===== src/rtl/key_pkg.sv =====
// rtl/key_pkg.sv - shared types and key index constants for the keypad event block
package key_pkg;

    typedef enum logic [1:0] {
        ST_IDLE         = 2'd0,
        ST_PRESS_WAIT   = 2'd1,
        ST_HELD         = 2'd2,
        ST_RELEASE_WAIT = 2'd3
    } key_state_e;

    localparam int unsigned KEY_UP    = 2;
    localparam int unsigned KEY_RIGHT = 5;
    localparam int unsigned KEY_DOWN  = 6;
    localparam int unsigned KEY_LEFT  = 7;
    localparam int unsigned KEY_OK    = 10;
    localparam int unsigned KEY_NUM   = 11;
    localparam int unsigned KEY_EXIT  = 12;
    localparam int unsigned KEY_BACK  = 13;
    localparam int unsigned KEY_NEXT  = 14;
    localparam int unsigned KEY_INFO  = 15;

    localparam logic [15:0] REP_MASK_DEFAULT = 16'h00E4;

endpackage


===== src/rtl/key_debounce_cell.sv =====
// rtl/key_debounce_cell.sv - one key: 2-FF sync, debounce FSM, optional hold-to-repeat
module key_debounce_cell
    import key_pkg::*;
#(
    parameter int unsigned DEB_CYCLES = 500000,
    parameter int unsigned REP_DELAY  = 50000000,
    parameter int unsigned REP_PERIOD = 15000000,
    parameter int unsigned CNT_W      = 26,
    parameter bit          REPEAT     = 1'b0
) (
    input  logic clk,
    input  logic rst,
    input  logic key_raw,
    output logic press,
    output logic press_next,
    output logic release_pulse,
    output logic held,
    output logic repeat_flag
);

    localparam logic [CNT_W-1:0] DEB_LAST   = CNT_W'(DEB_CYCLES - 1);
    localparam logic [CNT_W-1:0] DELAY_LAST = CNT_W'(REP_DELAY - 1);
    localparam logic [CNT_W-1:0] PER_LAST   = CNT_W'(REP_PERIOD - 1);
    localparam logic [CNT_W-1:0] CNT_ONE    = CNT_W'(1);
    localparam logic [CNT_W-1:0] CNT_MAX    = '1;

    logic             sync1_q, s_q;
    key_state_e       state_q, state_d;
    logic [CNT_W-1:0] cnt_q, cnt_d, rc_q, rc_d;
    logic [CNT_W-1:0] cnt_inc, rc_inc, rep_limit;
    logic             first_q, first_d;
    logic             press_q, press_d, release_q, release_d;
    logic             held_q, held_d, flag_q, flag_d;

    assign cnt_inc   = (cnt_q == CNT_MAX) ? cnt_q : cnt_q + CNT_ONE;
    assign rc_inc    = (rc_q == CNT_MAX) ? rc_q : rc_q + CNT_ONE;
    // first_q selects the initial delay until the first repeat has fired
    assign rep_limit = first_q ? DELAY_LAST : PER_LAST;

    always_comb begin
        state_d   = state_q;
        cnt_d     = cnt_q;
        rc_d      = rc_q;
        first_d   = first_q;
        press_d   = 1'b0;
        release_d = 1'b0;
        held_d    = held_q;
        flag_d    = 1'b0;
        case (state_q)
            ST_IDLE: begin
                if (s_q) begin
                    state_d = ST_PRESS_WAIT;
                    cnt_d   = CNT_ONE;
                end
            end
            ST_PRESS_WAIT: begin
                if (!s_q) begin
                    state_d = ST_IDLE;
                    cnt_d   = '0;
                end else if (cnt_q == DEB_LAST) begin
                    state_d = ST_HELD;
                    press_d = 1'b1;
                    held_d  = 1'b1;
                    rc_d    = '0;
                    first_d = 1'b1;
                end else begin
                    cnt_d = cnt_inc;
                end
            end
            ST_HELD: begin
                if (!s_q) begin
                    state_d = ST_RELEASE_WAIT;
                    cnt_d   = CNT_ONE;
                end else if (REPEAT) begin
                    if (rc_q == rep_limit) begin
                        press_d = 1'b1;
                        flag_d  = 1'b1;
                        rc_d    = '0;
                        first_d = 1'b0;
                    end else begin
                        rc_d = rc_inc;
                    end
                end
            end
            ST_RELEASE_WAIT: begin
                // rc holds its value here; a bounce back restarts the repeat delay
                if (s_q) begin
                    state_d = ST_HELD;
                    rc_d    = '0;
                    first_d = 1'b1;
                end else if (cnt_q == DEB_LAST) begin
                    state_d   = ST_IDLE;
                    release_d = 1'b1;
                    held_d    = 1'b0;
                    cnt_d     = '0;
                end else begin
                    cnt_d = cnt_inc;
                end
            end
            default: state_d = ST_IDLE;
        endcase
    end

    always_ff @(posedge clk) begin
        if (!rst) begin
            sync1_q   <= 1'b0;
            s_q       <= 1'b0;
            state_q   <= ST_IDLE;
            cnt_q     <= '0;
            rc_q      <= '0;
            first_q   <= 1'b0;
            press_q   <= 1'b0;
            release_q <= 1'b0;
            held_q    <= 1'b0;
            flag_q    <= 1'b0;
        end else begin
            sync1_q   <= key_raw;
            s_q       <= sync1_q;
            state_q   <= state_d;
            cnt_q     <= cnt_d;
            rc_q      <= rc_d;
            first_q   <= first_d;
            press_q   <= press_d;
            release_q <= release_d;
            held_q    <= held_d;
            flag_q    <= flag_d;
        end
    end

    assign press         = press_q;
    assign press_next    = press_d & rst;
    assign release_pulse = release_q;
    assign held          = held_q;
    assign repeat_flag   = flag_q;

endmodule


===== src/rtl/key_event.sv =====
// rtl/key_event.sv - keypad event top: per-key debounce cells, priority encoder, held OR
module key_event
    import key_pkg::*;
#(
    parameter int unsigned N_KEYS            = 16,
    parameter int unsigned DEB_CYCLES        = 500000,
    parameter int unsigned REP_DELAY         = 50000000,
    parameter int unsigned REP_PERIOD        = 15000000,
    parameter logic [N_KEYS-1:0] REP_MASK    = REP_MASK_DEFAULT,
    parameter int unsigned CNT_W             = 26
) (
    input  logic              clk,
    input  logic              rst,
    input  logic [N_KEYS-1:0] key_raw,
    output logic [N_KEYS-1:0] press,
    output logic [N_KEYS-1:0] release_pulse,
    output logic [N_KEYS-1:0] held,
    output logic [N_KEYS-1:0] repeat_flag,
    output logic              key_valid,
    output logic [3:0]        key_code,
    output logic              any_held
);

    logic [N_KEYS-1:0] press_next;
    logic              key_valid_q, key_valid_d;
    logic [3:0]        key_code_q, key_code_d;

    for (genvar i = 0; i < N_KEYS; i++) begin : g_key
        key_debounce_cell #(
            .DEB_CYCLES (DEB_CYCLES),
            .REP_DELAY  (REP_DELAY),
            .REP_PERIOD (REP_PERIOD),
            .CNT_W      (CNT_W),
            .REPEAT     (REP_MASK[i])
        ) u_cell (
            .clk           (clk),
            .rst           (rst),
            .key_raw       (key_raw[i]),
            .press         (press[i]),
            .press_next    (press_next[i]),
            .release_pulse (release_pulse[i]),
            .held          (held[i]),
            .repeat_flag   (repeat_flag[i])
        );
    end

    // Encode from the cells' next-state press so code/valid line up with press
    always_comb begin
        key_valid_d = |press_next;
        key_code_d  = '0;
        for (int i = N_KEYS - 1; i >= 0; i--) begin
            if (press_next[i]) key_code_d = 4'(i);
        end
    end

    always_ff @(posedge clk) begin
        if (!rst) begin
            key_valid_q <= 1'b0;
            key_code_q  <= '0;
        end else begin
            key_valid_q <= key_valid_d;
            key_code_q  <= key_code_d;
        end
    end

    assign key_valid = key_valid_q;
    assign key_code  = key_code_q;
    assign any_held  = |held;

endmodule


===== config.mk =====
export PLATFORM = sky130hd
export DESIGN_NAME = key_event
export DESIGN_NICKNAME = d
export VERILOG_FILES = /design/src/rtl/key_pkg.sv /design/src/rtl/key_debounce_cell.sv /design/src/rtl/key_event.sv
export SDC_FILE = /design/constraint.sdc
export NUM_CORES = 2
export LEC_CHECK = 0
export BUFFER_PORTS_ARGS = -buffer_cell sky130_fd_sc_hd__buf_2
export CELL_PAD_IN_SITES_DETAIL_PLACEMENT = 1
export CELL_PAD_IN_SITES_GLOBAL_PLACEMENT = 1
export CORE_UTILIZATION = 50
export DETAILED_ROUTE_END_ITERATION = 16
export GPL_TIMING_DRIVEN = 0
export PLACE_DENSITY = 0.86
export SKIP_CTS_REPAIR_TIMING = 1
export SLEW_MARGIN = 10
export SYNTH_ARGS = -nofsm -noshare
export SYNTH_HDL_FRONTEND = slang
export SYNTH_SLANG_ARGS = --single-unit

===== constraint.sdc =====
create_clock -name clk -period 6.4 [get_ports clk]
set_input_delay 0.32 -clock clk [delete_from_list [all_inputs] [get_ports clk]]
set_output_delay 0.32 -clock clk [all_outputs]
set_load 0.01 [all_outputs]

Yosys cells after proc, flatten, opt, wreduce, memory -nomap -nowiden
Index checks and enable logic that the tools add are counted.
{"block": "word_totals", "regBits": 645, "input_bits": 18, "output_inout_bits": 70, "elab_cells": 987}
{"block": "classes", "n_addsub": 20, "eq_ne": 248, "n_mux": 439, "bitwise": 33, "reduce_logical": 118}
{"operator": "26-bit two-way mux", "count": 140}
{"operator": "26-bit one-hot mux with 4 select lines", "count": 16}
{"operator": "26-bit by 1-bit adder with 26-bit output, second input constant", "count": 20}
{"operator": "26-bit == test, second input constant", "count": 20}
{"operator": "26-bit by 19-bit == test with 1-bit output, second input constant", "count": 16}
{"operator": "26-bit one-hot mux with 3 select lines", "count": 4}
{"operator": "2-bit two-way mux", "count": 98}
{"operator": "2-bit by 1-bit inequality test with 1-bit output, second input constant", "count": 76}
{"operator": "1-bit two-way mux", "count": 129}
{"operator": "2-bit one-hot mux with 4 select lines", "count": 16}
{"operator": "4-bit AND reduction", "count": 32}
{"operator": "3-bit inequality test, second input constant", "count": 36}
{"operator": "26-bit == test", "count": 4}
{"operator": "5-bit AND reduction", "count": 16}
{"operator": "2-bit == test, second input constant", "count": 32}
{"operator": "2-bit inequality test, second input constant", "count": 32}
{"operator": "3-bit OR reduction", "count": 17}
{"operator": "3-bit by 1-bit inequality test with 1-bit output, second input constant", "count": 16}
{"operator": "6-bit AND reduction", "count": 8}
{"operator": "1-bit one-hot mux with 2 select lines", "count": 20}
{"operator": "2-bit by 1-bit == test with 1-bit output, second input constant", "count": 16}
{"operator": "2-bit logical NOT", "count": 16}
{"operator": "4-bit two-way mux", "count": 8}
{"operator": "2-bit nonzero test", "count": 16}
{"operator": "other kinds (10)", "count": 54}

Logic depth before layout (Yosys ltp)
{"block": "logic_depth", "ltp_word": 20, "mapped_depth": 11}

Modules after synthesis
From an unflattened synthesis, not the netlist that was laid out.
{"block": "hier_totals", "cells_unflattened": 4426, "area_unflattened_um2": 37257.0}
{"module": "key_debounce_cell (g_key[10].u_cell ...)", "n_inst": 10, "cells_each": 221, "area_each_um2": 1959.4}
{"module": "key_debounce_cell (g_key[2].u_cell ...)", "n_inst": 3, "cells_each": 428, "area_each_um2": 3399.5}
{"module": "key_debounce_cell (g_key[7].u_cell)", "n_inst": 1, "cells_each": 433, "area_each_um2": 3450.8}
{"module": "key_debounce_cell (g_key[9].u_cell)", "n_inst": 1, "cells_each": 239, "area_each_um2": 1933.1}
{"module": "key_debounce_cell (g_key[0].u_cell)", "n_inst": 1, "cells_each": 216, "area_each_um2": 1745.4}
{"module": "key_event", "n_inst": 1, "cells_each": 44, "area_each_um2": 335.3}

Worst setup path after synthesis
OpenSTA, ideal clock, no wires.
{"block": "synth_timing", "kind": "flip-flop to flip-flop", "start": "register g_key[5].u_cell.cnt_q[0]", "end": "register key_valid_q, in the netlist key_valid", "arrival_ns": 2.574, "t_required_ns": 6.266, "setup_slack_ns": 3.692, "path_stages_with_launch": 10, "path_cell_list": "dfxtp_1 > ha_1 > and4b_1 > and4b_1 > nand3_1 > a21oi_1 > or2_2 > or3_1 > or3_1 > or4_1"}
{"block": "synth_via", "elab_chain_len": 6}
{"element": "from (decl)", "line": "key_debounce_cell.sv:29", "rtl": "logic [CNT_W-1:0] cnt_q, cnt_d, rc_q, rc_d;"}
{"element": "from (signal assigned)", "line": "key_debounce_cell.sv:120", "rtl": "cnt_q <= cnt_d;"}
{"element": "26-bit by 19-bit == test with 1-bit output", "line": "key_debounce_cell.sv:60", "rtl": "end else if (cnt_q == DEB_LAST) begin"}
{"element": "1-bit two-way mux", "line": "key_debounce_cell.sv:60"}
{"element": "1-bit two-way mux", "line": "key_debounce_cell.sv:57", "rtl": "if (!s_q) begin"}
{"element": "1-bit one-hot mux with 2 select lines", "line": "key_debounce_cell.sv:49", "rtl": "case (state_q)"}
{"element": "1-bit bitwise AND", "line": "key_debounce_cell.sv:131", "rtl": "assign press_next = press_d & rst;"}
{"element": "16-bit OR reduction", "line": "key_event.sv:49", "rtl": "key_valid_d = |press_next;"}
{"element": "to (signal assigned)", "line": "key_event.sv:61", "rtl": "key_valid_q <= key_valid_d;"}
{"element": "to (decl)", "line": "key_event.sv:25", "rtl": "logic key_valid_q, key_valid_d;"}
No other way between the ends.
A chain may end at the register's enable or synchronous reset.

Worst setup path after layout
{"block": "layout_timing", "start": "input rst", "end": "register g_key[7].u_cell.cnt_q[25]"}
{"element": "from (decl)", "line": "key_event.sv:13", "rtl": "input logic rst,"}
{"element": "to (signal assigned)", "line": "key_debounce_cell.sv:120"}
{"element": "to (decl)", "line": "key_debounce_cell.sv:29"}
No word-level cell between the ends.

==> impl_metrics.toml <==
[drt]
vias_per_cell = 5.908
routedWlPerCell_um = 19.24
finalWirelength_um = 96560
drc = 0
first_pass_iters = 5
vias = 29660
antenna_left = 0
drt_iter0_drc = 1745

[critical_path]
r2r_slack_ns = 3.04
end_kind = "flop"
cp.depth = 7
path_cells = "buf_2 > clkbuf_1 > clkbuf_1 > clkbuf_1 > clkbuf_1 > clkbuf_2 > o221a_2"
critPathTopFamily = "buffers and inverters"
arrival_ns = 4.43
worstPathMaxFanout = 10
r2r_start = "g_key[8].u_cell.cnt_q[0]$_SDFFE_PN0P_"
crit_path_top_delay_cell = "clkbuf_1"
worst_path_largest_cell_delay_ns = 0.85
critPathKind = "primary input to flop"
crit_required_ns = 6.96
worst-path-buf-inv = 6
worstReg2RegEnd = "g_key[8].u_cell.cnt_q[2]$_SDFFE_PN0P_"
cp_common_cell = "clkbuf_1"
reg2reg_depth = 8
worstSetupStartpointType = "primary input"

[logic_synthesis]
synth-async-reset-ratio_pct = 0
synth_cell_type_count = 91
synthCells = 3936
netlist_top_cells_count = "645 x dfxtp_1, 623 x nor2_1, 327 x nand2_1"
synth-seq-area-share_pct = 40.17
synth_ff_type = "dfxtp_1"
avgSynthCellArea_um2 = 8.166
synth.most_common_cell = "dfxtp_1"
ys_ff_latch = 645
synth_edf_count = 0
yosys.area.top_type = "dfxtp_1"
netlist_top_cells_area = "dfxtp_1 40%, xor2_1 7.6%, nor2_1 7.3%, nand2_1 3.8%, xnor2_1 3.6%"
synth_top_area_share_pct = 40.17
yosys_warnings = 0
synthesis.area_um2 = 32140

[place]
hpwl_um = 66150
gp_congestion = 0.8866
port_buffers = 75

[worst_hold_path]
hold_class = "primary input to flop"
worstHoldPathCells = 3
min_from = "rst"
hold_end = "g_key[7].u_cell.press$_SDFF_PN0_"

[clock_network]
path_clk_slew_ns = 0.06
tritoncts = "yes"
numCtsBuffers = 73
clock-sinks = 645
cts-root-buf = "clkbuf_16"
clk_latency_ns = 0.62
htree_levels = 3
clockBufferDepth = 3

[layout]
area_delta_synth_final_pct = 12.89
final_layout_size_suffix_gt1_share_pct = 7.960
nFillCells = 7769
nets = 4167
fin_util_pct = 57.31

[timing]
fin_tns_setup_ns = 0
slew_headroom_pct = 18.43
finClkSkew_ns = 0.02182
setup_violations = 0
final_hold_viol_count = 0
timing.fmax_mhz = 258.4
rsz0062_at_grt = "no"
worst_slew_pin_slew_ns = 1.223
period_minus_slack_ns = 3.870
fin_crit_sh_pct = 60.48
slew_viol_final = 0

[floorplan]
die_h_um = 255.5
num_io_pins = 88
rows = 92
die_area_um2 = 65300
start_util_pct = 50.77
placeableCoreArea_um2 = 63310
die_w_um = 255.5

[power_and_ir_drop]
p_leak_nw = 12.86
ir_worst_vdd_v = 0.0001800
power_density_nw_per_um2 = 248.3
power.total_mw = 9.010

[global_route]
use_met2_pct = 48.74
grt_pass1_vias = 29980
grt_overflow = 0
grt_max_degree = 14
met3_usage_pct = 3.991
global_route.usage.met1_pct = 36.90
grtUsageTotal_pct = 28.70
grt_pass1_wl_um = 155900
antenna_found_initial = 4
top_usage_layer = "met2"

[run]
cap_violations = 0

[outcome]
status = "finished clean"
==> worst max-delay path by stage <==
stage | slack [ns] | endpoint | startpoint
5_1_grt | 2.54 | g_key[6].u_cell.sync1_q$_SDFF_PN0_ | rst
4_1_cts | 2.59 | g_key[6].u_cell.sync1_q$_SDFF_PN0_ | rst
2_1_floorplan | 3.69 | key_valid$_SDFF_PN0_ | g_key[5].u_cell.cnt_q[0]$_SDFFE_PN0P_
3_3_place_gp | 1.57 | g_key[0].u_cell.cnt_q[25]$_SDFFE_PN0P_ | rst
6_report | 2.53 | g_key[7].u_cell.cnt_q[25]$_SDFFE_PN0P_ | rst
3_5_place_dp | 1.96 | g_key[11].u_cell.cnt_q[24]$_SDFFE_PN0P_ | rst
==> layout make-up <==
class | count | area [um^2] | area share (%)
Inverter | 94 | 352.8 | 0.9724
Antenna cell | 3 | 7.507 | 0.02069
Tap cell | 846 | 1059 | 2.917
Buffer | 208 | 1052 | 2.900
Clock buffer | 113 | 2262 | 6.234
Sequential cell | 645 | 12910 | 35.59
Timing Repair Buffer | 91 | 535.5 | 1.476
Multi-Input combinational cell | 3000 | 17890 | 49.30
Clock inverter | 20 | 216.5 | 0.5966
==> report_power, final <==
| part | internal [mW] | switching (mW) | leakage [nW] | total [mW] |
|---|---|---|---|---|
| sequential | 4.06 | 0.0546 | 5.21 | 4.12 |
| clock | 2.60 | 1.73 | 1.23 | 4.33 |
| combinational | 0.166 | 0.397 | 6.43 | 0.563 |
==> logic make-up (layout without fill, tap and decap cells) <==
family / after synthesis / count (layout) / share of synthesized area, %
compound gates: 448 / 448 / 8.809
xor+xnor: 410 / 410 / 11.17
fa+ha+maj: 36 / 36 / 1.401
other cells: 1 / 15 / 0.01167
flops: 645 / 645 / 40.17
buf+inv: 302 / 526 / 4.364
simple gates: 2072 / 2072 / 33.38
mux: 22 / 22 / 0.6851
==> sequential cells by signal (all words and copies together) (netlist names), named ones only <==
name / flops
key_valid: 1
g_key.u_cell.held: 16
g_key.u_cell.press: 16
g_key.u_cell.s_q: 16
g_key.u_cell.repeat_flag: 4
g_key.u_cell.state_q: 16
g_key.u_cell.cnt_q: 416
g_key.u_cell.release_pulse: 16
key_code: 4
g_key.u_cell.first_q: 4
g_key.u_cell.rc_q: 104
g_key.u_cell.sync1_q: 16
==> tightest hold or removal path, cell delays in order <==
cell and delay [ns]:
buf_2 0.19, nand3_1 0.11, a21oi_1 0.13
==> metrics by stage <==
stage | instance area (um^2) | worst slack (ns) | std cells | hold WS, ns
4_1_cts | 36100 | 2.587 | 5001 | -0.1054
6_report | 36280 | 2.530 | 5020 | 0.2452
3_3_place_gp | 33620 | 1.570 | 4868 | 0.4141
3_5_place_dp | 33630 | 1.957 | 4868 | 0.4204
2_1_floorplan | 32180 | 3.692 | 3947 | 0.4119
5_1_grt | 36280 | 2.541 | 5018 | 0.2420
==> layer usage <==
metal,vias to the layer above,wire length (um)
met5,-,10
met4,2,3033
met3,190,3641
met2,575,46550
met1,14670,43320
li1,14220,-
==> layout by cell type, fill, tap and decap left out, drive strengths merged, types with 113 or more instances in the layout <==
master / instances
a21oi: 134
and3: 113
buf: 162
clkbuf: 234
dfxtp: 645
nand2: 328
nand3: 227
nand4: 172
nor2: 624
nor3: 130
o21ai: 135
xnor2: 132
xor2: 278
(Power assumes the default switching activity.)
